**src/rtl/vga_timing_gen.sv**
```systemverilog
// Parametrised VGA timing generator: pixel-tick divider, h/v position counters
// and a configurable-depth delay line that aligns sync/blank with the pixel pipeline.
module vga_timing_gen #(
  parameter int unsigned HACTIVE   = 640,
  parameter int unsigned HFP       = 16,
  parameter int unsigned HSYNC     = 96,
  parameter int unsigned HBP       = 48,
  parameter int unsigned VACTIVE   = 480,
  parameter int unsigned VFP       = 10,
  parameter int unsigned VSYNC     = 2,
  parameter int unsigned VBP       = 33,
  parameter int unsigned HSYNC_POL = 0,
  parameter int unsigned VSYNC_POL = 0,
  parameter int unsigned CLK_DIV   = 1,
  parameter int unsigned PIPE_DLY  = 0,
  parameter int unsigned CW        = 10
) (
  input  logic          vgaClk,
  input  logic          rst,
  input  logic          en,
  output logic          pixEn,
  output logic [CW-1:0] hCount,
  output logic [CW-1:0] vCount,
  output logic          hSync,
  output logic          vSync,
  output logic          syncB,
  output logic          blankB,
  output logic          active,
  output logic          lineStart,
  output logic          frameStart
);

  localparam int unsigned HTOTAL = HACTIVE + HFP + HSYNC + HBP;
  localparam int unsigned VTOTAL = VACTIVE + VFP + VSYNC + VBP;
  localparam int unsigned MAXTOT = (HTOTAL > VTOTAL) ? HTOTAL : VTOTAL;
  localparam int unsigned NSTG   = PIPE_DLY + 1;
  localparam int unsigned DW     = 4;
  localparam int unsigned XW     = CW + 1;
  localparam int unsigned OW     = 7;

  localparam logic          HPOL    = 1'(HSYNC_POL);
  localparam logic          VPOL    = 1'(VSYNC_POL);
  localparam logic [DW-1:0] DIV_MAX = DW'(CLK_DIV - 1);
  localparam logic [CW-1:0] H_MAX   = CW'(HTOTAL - 1);
  localparam logic [CW-1:0] V_MAX   = CW'(VTOTAL - 1);
  // Order: hSync, vSync, syncB, blankB, active, lineStart, frameStart
  localparam logic [OW-1:0] IDLE    = {~HPOL, ~VPOL, 1'b1, 4'b0000};

  if ((CW < 32) && ((1 << CW) < MAXTOT)) begin : g_cwErr
    $error("CW too narrow for HTOTAL/VTOTAL");
  end
  if ((CLK_DIV < 1) || (CLK_DIV > 16)) begin : g_divErr
    $error("CLK_DIV must be 1..16");
  end
  if (PIPE_DLY > 15) begin : g_dlyErr
    $error("PIPE_DLY must be 0..15");
  end

  logic [DW-1:0] divCnt;
  logic [DW-1:0] divNext;
  logic [CW-1:0] hNext;
  logic [CW-1:0] vNext;
  logic          tick;
  logic          hs;
  logic          vs;
  logic          act;
  logic          ls;
  logic          fs;
  logic [OW-1:0] rawVec;
  logic [OW-1:0] pipe [NSTG];

  assign tick  = en && (divCnt == DIV_MAX);
  assign pixEn = tick;

  // Next divider/counter state; wraps are resolved here so no out-of-range value is ever stored
  always_comb begin
    divNext = divCnt;
    hNext   = hCount;
    vNext   = vCount;
    if (en) begin
      divNext = tick ? '0 : divCnt + DW'(1);
    end
    if (tick) begin
      if (hCount == H_MAX) begin
        hNext = '0;
        vNext = (vCount == V_MAX) ? '0 : vCount + CW'(1);
      end else begin
        hNext = hCount + CW'(1);
      end
    end
  end

  always_ff @(posedge vgaClk) begin
    if (!rst) begin
      divCnt <= '0;
      hCount <= '0;
      vCount <= '0;
    end else begin
      divCnt <= divNext;
      hCount <= hNext;
      vCount <= vNext;
    end
  end

  // Raw decode; widened compares keep region ends that equal 2^CW from wrapping
  always_comb begin
    hs = (XW'(hCount) >= XW'(HACTIVE + HFP)) && (XW'(hCount) < XW'(HACTIVE + HFP + HSYNC));
    vs = (XW'(vCount) >= XW'(VACTIVE + VFP)) && (XW'(vCount) < XW'(VACTIVE + VFP + VSYNC));
    act = (XW'(hCount) < XW'(HACTIVE)) && (XW'(vCount) < XW'(VACTIVE));
    ls  = tick && (hCount == '0);
    fs  = ls && (vCount == '0);
    rawVec = {(hs ? HPOL : ~HPOL), (vs ? VPOL : ~VPOL), ~(hs | vs), act, act, ls, fs};
  end

  // Delay line keeps shifting while en=0 so it tracks the held counter state
  always_ff @(posedge vgaClk) begin
    if (!rst) begin
      for (int i = 0; i < int'(NSTG); i++) pipe[i] <= IDLE;
    end else begin
      pipe[0] <= rawVec;
      for (int i = 1; i < int'(NSTG); i++) pipe[i] <= pipe[i-1];
    end
  end

  assign {hSync, vSync, syncB, blankB, active, lineStart, frameStart} = pipe[NSTG-1];

endmodule

```
**config.mk**
```make
export PLATFORM = sky130hd
export DESIGN_NAME = vga_timing_gen
export DESIGN_NICKNAME = d
export VERILOG_FILES = /design/src/rtl/vga_timing_gen.sv
export SDC_FILE = /design/constraint.sdc
export NUM_CORES = 1
export LEC_CHECK = 0
export CAP_MARGIN = 20
export CELL_PAD_IN_SITES_DETAIL_PLACEMENT = 0
export CELL_PAD_IN_SITES_GLOBAL_PLACEMENT = 2
export CORE_MARGIN = 1
export CORE_UTILIZATION = 32
export DETAILED_ROUTE_END_ITERATION = 10
export GPL_TIMING_DRIVEN = 0
export PLACE_DENSITY_LB_ADDON = 0.1
export SLEW_MARGIN = 25
export SYNTH_ARGS = -nofsm -noshare
export SYNTH_HDL_FRONTEND = slang
export SYNTH_SLANG_ARGS = --single-unit
```
**constraint.sdc**
```tcl
create_clock -name vgaClk -period 4.1 [get_ports vgaClk]
set_input_delay 0.615 -clock vgaClk [delete_from_list [all_inputs] [get_ports vgaClk]]
set_output_delay 0.615 -clock vgaClk [all_outputs]
set_load 0.005 [all_outputs]
```
[After elaboration in Yosys (flattened, before gate mapping)]
Memories as Yosys holds them, arrays and structs flattened.
Cells that the tools add are included.
Cells by class
  $lt $le $gt $ge: 6
  $add $sub $neg: 3
  reductions and logical operators: 11
  multiplexer cells: 9
  bitwise logic cells: 2
  equal/unequal tests: 2
Operator list (count)
  10-bit by 1-bit adder with 10-bit output, second input constant: 2
  10-bit equality test, second input constant: 2
  10-bit logical NOT: 2
  10-bit < comparator, second input constant: 2
  10-bit by 9-bit < comparator with 1-bit output, second input constant: 2
  10-bit two-way mux: 2
  10-bit >= comparator, second input constant: 1
  10-bit by 9-bit >= comparator with 1-bit output, second input constant: 1
  7-bit two-way mux: 1
  7-bit OR reduction: 1
  1-bit logical AND: 6
  1-bit two-way mux: 5
  4-bit by 1-bit adder with 4-bit output, second input constant: 1
  4-bit logical NOT: 1
  4-bit two-way mux: 1
  2-bit AND reduction: 1
  1-bit inverter: 1
  1-bit bitwise OR: 1
Word-level totals
  word-level logic and storage cells: 37
  output and inout bits: 28
  input bits: 3
  memories kept: 1
  flip-flop bits (word level): 24
  bits in writable memories: 7
Memories
  pipe: depth 1, width 7, read ports 1, clocked after Yosys merged registers in 0, write ports 1, line 70  | logic [OW-1:0] pipe [NSTG];

[Logic depth before layout (Yosys ltp)]
Gate-level depths: netlist of the first run.
  depth in word-level cells: 5
  mapped depth: 8
  gate-level depth less buffers: 6

[Worst setup path before layout of the first run]
OpenSTA, ideal clock, no wires.
  kind: input to output
  start: in en
  end: out pixEn
  stages: 3
  data required time: 3485 ps
  path slack: 2330 ps
  arrival time: 1155 ps
  path buffers: 2
  cell sequence: nor4bb_1 -> buf_4 -> buf_2
On the way
  word-level cells in the longest chain between the ends: 1
RTL lines
  start: declaration: line 20  | input logic en,
  1-bit logical AND: line 72  | assign tick = en && (divCnt == DIV_MAX);
  end: declaration: line 21  | output logic pixEn,
Every way passes these cells.

[Worst setup path in the final report of the first run]
Same ends and word-level chain as after synthesis.

==> results.md, run 1 <==
* Area grow syn2layout at 30.03%
* Clk network pwr share at a little under 40%
* Final hold viol count at 0
* Status: completed
* Wire per inst at 13.32 um
* Die Wd at around 70 um
* Min-delay worst type: flip-flop to flip-flop
* Placer Congestion at roughly 0.80
* Power Density at approximately 300 mW/mm^2
* CTS H-Tree Depth at 2
* RSZ-0062 raised after global routing: no
* Worst path bufs/invs at 4
* Sw Share at between 20% and 30%
* Post-cts sizing count at 0
* Vias in the first global route at approximately 1.2k
* CP Cell Sequence: clkdlybuf4s50_1 -> nor4bb_1 -> buf_4 -> buf_2 -> clkdlybuf4s50_1
* Commonest cells in the synthesized netlist: dfxtp_1, nand2_1, a21oi_1, nor2_1, o21ai_0
* Post-CTS Setup Repair Bufs at 0
* Worst slew pin tran at ~620 ps
* Placed cell area at between 0.0015 and 0.002 mm^2
* CTS Sinks at 30
* Mapped Area at between 0.001 and 0.0015 mm^2
* Syn_area_per_cell at about 9 um^2
* Clock Path Buffers at 2
* Largest area contributor in the netlist: dfxtp_1
* Data required, critical path at 3480 ps
* Top-count cell post-synth: dfxtp_1
* Final setup fails at 0
* DRT antenna net count at 0
* Largest net degree at the start of global routing at 11
* Row count at 24
* Core Region at around 0.0044 mm^2
* Crit share post-route at between 70% and 80%
* Yosys cell types at 35
* Post-synthesis sequential area ratio at between 40 and 50%
* Num CTS Buffers at 5
* IO buf count at 30
* Largest cells by area after synthesis: dfxtp_1, ha_1, xor2_1
* Most frequent CP cell: clkdlybuf4s50_1
* Die height at around 70 um
* WS Path Type: primary input to primary output
* Total power draw at 0.0005792 W
* Layout cells sized above 1 at 7.426%
* YS warnings at 0
* 1st-iter DRT viols at 47
* Psw at approximately 0.00014 W
* Clk Tree Root Cell: clkbuf_8
* Remaining DRCs at 0
* First-pass GRT wire length at 5844 um
* Clock Skew at ~8.7 ps
* Pleak at 0.6615 nW
* Peak Freq at about 330 MHz
* CP peak stage delay at approximately 560 ps
* CP delay by family, top: buffers and inverters
* Crit-path slowest cell: clkdlybuf4s50_1
* Router iterations before antenna repair at 4
* Post-synth EDFFs at 0
* Setup crit start kind: primary input
* Cts hold-fix bufs at 0
* Setup TNS at 0 ps
* Final WL at 3383 um
* Die area at just under 0.005 mm^2
* # diodes at 0
* Post-synth top area share at 40.61%
* Final design area excluding fillers at roughly 0.0019 mm^2
* Post-synth net total at 175
* Logic pwr share at under 10%
* Internal power at about 0.00044 W
* DP HPWL at around 2500 um
* Fillers at 435
* Final Critical Period at about 3000 ps
* Cell count after synthesis at approximately 170
* GRT Overall Usage at approximately 15%
* VDD IR max at between 0.15 and 0.2 mV
* Grt ovf at 0
* Post-layout nets at around 210
* Post-synth ARST share at 0%
* #FFs+latches synth at 30
* Initial Util at 33.73%
* Max_slew headroom at between 50% and 60%
* Worst-path clk slew at around 60 ps
* Vias/cell at a little over 5
* Fin. max-slew vios at 0
* Initial antenna violation count at 0
* Crit path max fanout at 10
* Max cap viols at 0
* Worst EP arrival at between 2000 and 2500 ps
* Worst skew pair latency at between 200 and 300 ps
* Via count at approximately 1.3k
* CTS tree: done
* CP Capture Type: primary output
* Top_reg_cell synth: dfxtp_1
* IO Count at 31
* Sequential Power Share at a little over half
==> worst reg2reg max path, stage by stage (launching register included) <==
cell	delay, ps
dfxtp_1	340
inv_1	70
ha_1	120
nor4bb_1	260
buf_4	200
nand4_1	270
o21ai_1	600
a21oi_1	90
==> per-stage QoR <==
| step | utilization (%) | setup WS (ps) | cells | hold WS [ps] |
|---|---|---|---|---|
| 6_report | 43.86 | 1100 | 254 | 523.5 |
| 5_1_grt | 43.86 | 984.5 | 254 | 540.6 |
| 4_1_cts | 43.86 | 1087 | 254 | 526.5 |
| 3_5_place_dp | 42.07 | 1088 | 247 | 515.6 |
| 3_3_place_gp | 42.07 | 1083 | 247 | 497.2 |
| 2_1_floorplan | - | 2330 | 165 | 479.4 |
==> cell usage in the layout, fill, tap and decap left out, types with 3 or more instances in the layout <==
cell | Yosys | final
nor3_1 | 3 | 3
and4_1 | 4 | 4
nand2b_1 | 3 | 3
nand4_1 | 8 | 8
nand3_1 | 6 | 6
clkdlybuf4s50_1 | 0 | 30
buf_2 | 3 | 3
dfxtp_1 | 30 | 30
nor2b_1 | 4 | 4
o21ai_0 | 9 | 9
and2_1 | 5 | 5
xor2_1 | 7 | 7
inv_1 | 8 | 8
or3_1 | 8 | 8
a21oi_1 | 10 | 10
ha_1 | 7 | 7
clkbuf_8 | 0 | 5
or4_1 | 5 | 5
nand2_1 | 11 | 11
nor2_1 | 9 | 9
o31ai_1 | 3 | 3
==> layout make-up <==
class / instances / area, um^2 / area share [%]
multi-input combinational: 121 / 814.5 / 42.36
sequential: 30 / 600.6 / 31.23
timing repair buffer: 30 / 300.3 / 15.61
clock buffer: 5 / 68.82 / 3.578
tap: 52 / 65.06 / 3.383
buffer: 6 / 33.78 / 1.757
inverter: 8 / 30.03 / 1.561
clock inverter: 2 / 10.01 / 0.5205
==> worst paths after layout <==
path         startpoint  cells after the start        end  slack [ps]
max                  en                      5      pixEn        1100
min           vCount[0]                      2  vCount[0]         520
min reg2reg   vCount[0]                      2  vCount[0]         520
max reg2reg   divCnt[0]                      7  vCount[2]        2000
==> cell families after synthesis <==
family | Yosys count | synth area share (%)
and+or+nand+nor | 77 | 32.66
DFF | 30 | 40.61
AOI/OAI and AO/OA | 26 | 9.813
buffers and inverters | 14 | 4.314
xor gates and xnor gates | 9 | 5.330
adders and majority gates | 7 | 5.922
muxes | 2 | 1.354
==> routing by layer <==
| layer | track usage [%] | wire, um | vias up |
|---|---|---|---|
| li1 | - | - | 665 |
| met1 | 18.80 | 1606 | 588 |
| met2 | 24.04 | 1526 | 38 |
| met3 | 4.762 | 189 | 5 |
| met4 | 6.667 | 61 | 0 |
| met5 | 0 | 0 | - |
==> power by group through the flow <==
stage                     registers (W)   logic, W  clock network, W
after detailed placement       0.000311  0.0000524                 0
after floorplan                0.000311  0.0000283                 0
final                          0.000305  0.0000512          0.000223
after CTS                      0.000305  0.0000526          0.000233
after global routing           0.000305  0.0000571          0.000249
after global placement         0.000311  0.0000521                 0
==> state kept, by name (all words and copies together), names as in the netlist <==
register  count
divCnt        4
hCount       10
pipe          6
vCount       10
Power figures use the tool's default switching activity.
==> inputs of run 2 (changes only) <==
--- a/config.mk
+++ b/config.mk
@@ -9,7 +9,7 @@
 export CELL_PAD_IN_SITES_DETAIL_PLACEMENT = 0
 export CELL_PAD_IN_SITES_GLOBAL_PLACEMENT = 2
 export CORE_MARGIN = 1
-export CORE_UTILIZATION = 32
+export CORE_UTILIZATION = 30
 export DETAILED_ROUTE_END_ITERATION = 10
 export GPL_TIMING_DRIVEN = 0
 export PLACE_DENSITY_LB_ADDON = 0.1
==> constraint.sdc (replaced) <==
create_clock -name vgaClk -period 2.8 [get_ports vgaClk]
set_input_delay 0.42 -clock vgaClk [delete_from_list [all_inputs] [get_ports vgaClk]]
set_output_delay 0.42 -clock vgaClk [all_outputs]
set_load 0.005 [all_outputs]
==> run 2 against run 1 <==
  * Hold slack lost 0.95 ps
  * Sequential share of layout area shrank 0.26 points
  * Critical path depth is the same
  * Global-route usage grew 0.59 points
  * Die area grew 6.5%
  * Setup slack lost 940 ps
  * Clock-buffer cell count grew 2
  * Highest routed layer unchanged
  * Sequential power grew 46%
  * Clock skew grew 2.3 ps
==> results.md, run 2 (same netlist as run 1, synthesis figures left out) <==
* Status: completed
* # diodes at 0 (unchanged)
* CP peak stage delay at 570 ps (about the same)
* Max_slew headroom at 56.43% (-1.8 points)
* RSZ-0062 raised after global routing: no
* DP HPWL at 2642 um (+6.8%)
* Internal power at 0.0006494 W (+48%)
* Crit-path slowest cell: clkdlybuf4s50_1
* Via count at 1,298 (+0.15%)
* WS Path Type: primary input to primary output
* Fin. max-slew vios at 0 (unchanged)
* Post-CTS Setup Repair Bufs at 0 (unchanged)
* Largest net degree at the start of global routing at 11 (unchanged)
* Regs by FF count: hCount: 10 flops, vCount: 10 flops, pipe: 6 flops
* DRT antenna net count at 0 (unchanged)
* Layout cells sized above 1 at 6.436% (-0.99 points)
* Worst skew pair latency at 280 ps (about the same)
* Crit share post-route at between 90% and 100%
* Setup crit start kind: primary input
* Data required, critical path at 2380 ps (-1100 ps)
* Worst-path clk slew at 60 ps (about the same)
* Clk Tree Root Cell: clkbuf_8
* Hold path startpoint: vCount[8]
* Peak Freq at 378.5 MHz
* Initial Util at 31.31% (-2.4 points)
* Min-delay worst type: flip-flop to flip-flop
* Worst EP arrival at 2220 ps (-170 ps)
* IO buf count at 30 (unchanged)
* Psw at 0.0001967 W (+42%)
* Area grow syn2layout at 31.13%
* GRT Overall Usage at 15.74% (+0.59 points)
* Power Density at 436.2 mW/mm^2 (+45%)
* Clk network pwr share at 38.1% (-0.5 points)
* Crit path depth at 5 (unchanged)
* Fillers at 495 (+14%)
* Total power draw at 0.0008460 W (+46%)
* R2R setup slack at 590 ps (-1410 ps)
* VDD IR max at 0.2911 mV (+82%)
* Post-layout nets at 212 (unchanged)
* Final WL at 3644 um (+7.7%)
* Worst Hold End: vCount[8]
* Max cap viols at 0 (unchanged)
* Sequential Power Share at 52.8% (+0.2 points)
* Cts hold-fix bufs at 0 (unchanged)
* Num CTS Buffers at 5 (unchanged)
* Final worst slack at 157.8 ps (-941.9 ps)
* Pleak at 0.6561 nW (-0.83%)
* Router iterations before antenna repair at 2 (-2)
* Row count at 25 (+4.2%)
* IO Count at 31 (unchanged)
* Clock Path Buffers at 2 (unchanged)
* Sw Share at 23.24% (-0.75 points)
* CTS Sinks at 30 (unchanged)
* FF/Latch Area at 600.6 um^2 (unchanged)
* Worst r2r dst: vCount[6]
* Reg2Reg Depth at 7 (unchanged)
* Reg-to-reg startpoint: divCnt[0]
* Wire per inst at 13.55 um (+1.7%)
* Initial antenna violation count at 0 (unchanged)
* Placer Congestion at 0.7263 (-8.8%)
* Worst path bufs/invs at 4 (unchanged)
* CTS tree: done
* 1st-iter DRT viols at 72 (+53%)
* Post-cts sizing count at 0 (unchanged)
* CTS H-Tree Depth at 2 (unchanged)
* Post-Route Utilization at 41.06% (-2.8 points)
* CP delay by family, top: buffers and inverters
* Die area at 0.005214 mm^2 (+6.5%)
* Worst slew pin tran at 649.2 ps (+26.30 ps)
* Footprint of the multi-input gates at 814.5 um^2 (unchanged)
* Die Wd at 72.21 um (+3.2%)
* Final hold viol count at 0 (unchanged)
* CP Capture Type: primary output
* Hold Path Depth at 2 (unchanged)
* Final Critical Period at 2642 ps
* CP Cell Sequence: clkdlybuf4s50_1 -> nor4bb_1 -> buf_4 -> buf_2 -> clkdlybuf4s50_1
* Vias/cell at 4.825 (-5.4%)
* First-pass GRT wire length at 6272 um (+7.3%)
* Post-Place Setup Slack at 94.08 ps (-993.6 ps)
* Clock Skew at 11.03 ps (+2.308 ps)
* Grt ovf at 0 (unchanged)
* Final setup fails at 0 (unchanged)
* Most frequent CP cell: clkdlybuf4s50_1
* Setup TNS at 0 ps (unchanged)
* Crit path max fanout at 10 (unchanged)
* Vias in the first global route at 1,325 (+6.3%)
* Die height at 72.21 um (+3.2%)
* Commonest cells after routing, fill and taps aside: dfxtp_1, clkdlybuf4s50_1, nand2_1
* Core Region at 0.004723 mm^2 (+7.7%)
* Remaining DRCs at 0 (unchanged)
* Logic pwr share at 9.1% (+0.3 points)
## run 2: changes by cell type in the layout (fill, tap and decap cells not counted)
cell | previous run | this run
clkbuf_1 | 1 | 3
clkinv_2 | 2 | 0
## run 2: final cells by class
type	count	share of cell area [%]
Tap cell	67	4.323
Buffer	6	1.742
Clock buffer	7	3.935
Sequential cell	30	30.97
Multi-Input combinational cell	121	42.00
Inverter	8	1.548
Timing Repair Buffer	30	15.48
## run 2: tightest hold or removal path: stages (launching register included)
cell and delay, ps:
dfxtp_1 340, o21ai_0 80, a21oi_1 60
## run 2: power groups by stage
stage / Clock [W] / Sequential (W) / Combinational (W)
after floorplan: 0 / 0.000455 / 0.0000414
after global placement: 0 / 0.000455 / 0.0000765
after detailed placement: 0 / 0.000456 / 0.0000789
after CTS: 0.000333 / 0.000446 / 0.0000792
after global routing: 0.000353 / 0.000448 / 0.0000848
final: 0.000323 / 0.000446 / 0.0000771
## run 2: through the flow
step	area [um^2]	cells	hold WS (ps)
after floorplan	1479	165	479.4
after detailed placement	1863	262	516.8
after CTS	1939	269	526.0
after global placement	1863	262	496.2
after global routing	1939	269	574.0
final	1939	269	522.6
## run 2: worst max-delay path by stage
stage | start | endpoint | slack, ps
CTS | en | pixEn | 150
global placement | en | vCount[6] | 140
finish | en | pixEn | 160
floorplan | divCnt[0] | vCount[3] | 1090
detailed placement | en | vCount[6] | 90
global route | en | pixEn | 40
## run 2: per-layer routing
metal | wire length (um) | up-vias | global-route usage (%)
met5 | 0 | - | 0
met4 | 41 | 0 | 6.536
met3 | 131 | 6 | 3.472
met2 | 1765 | 26 | 27.73
met1 | 1705 | 605 | 18.38
li1 | - | 661 | -
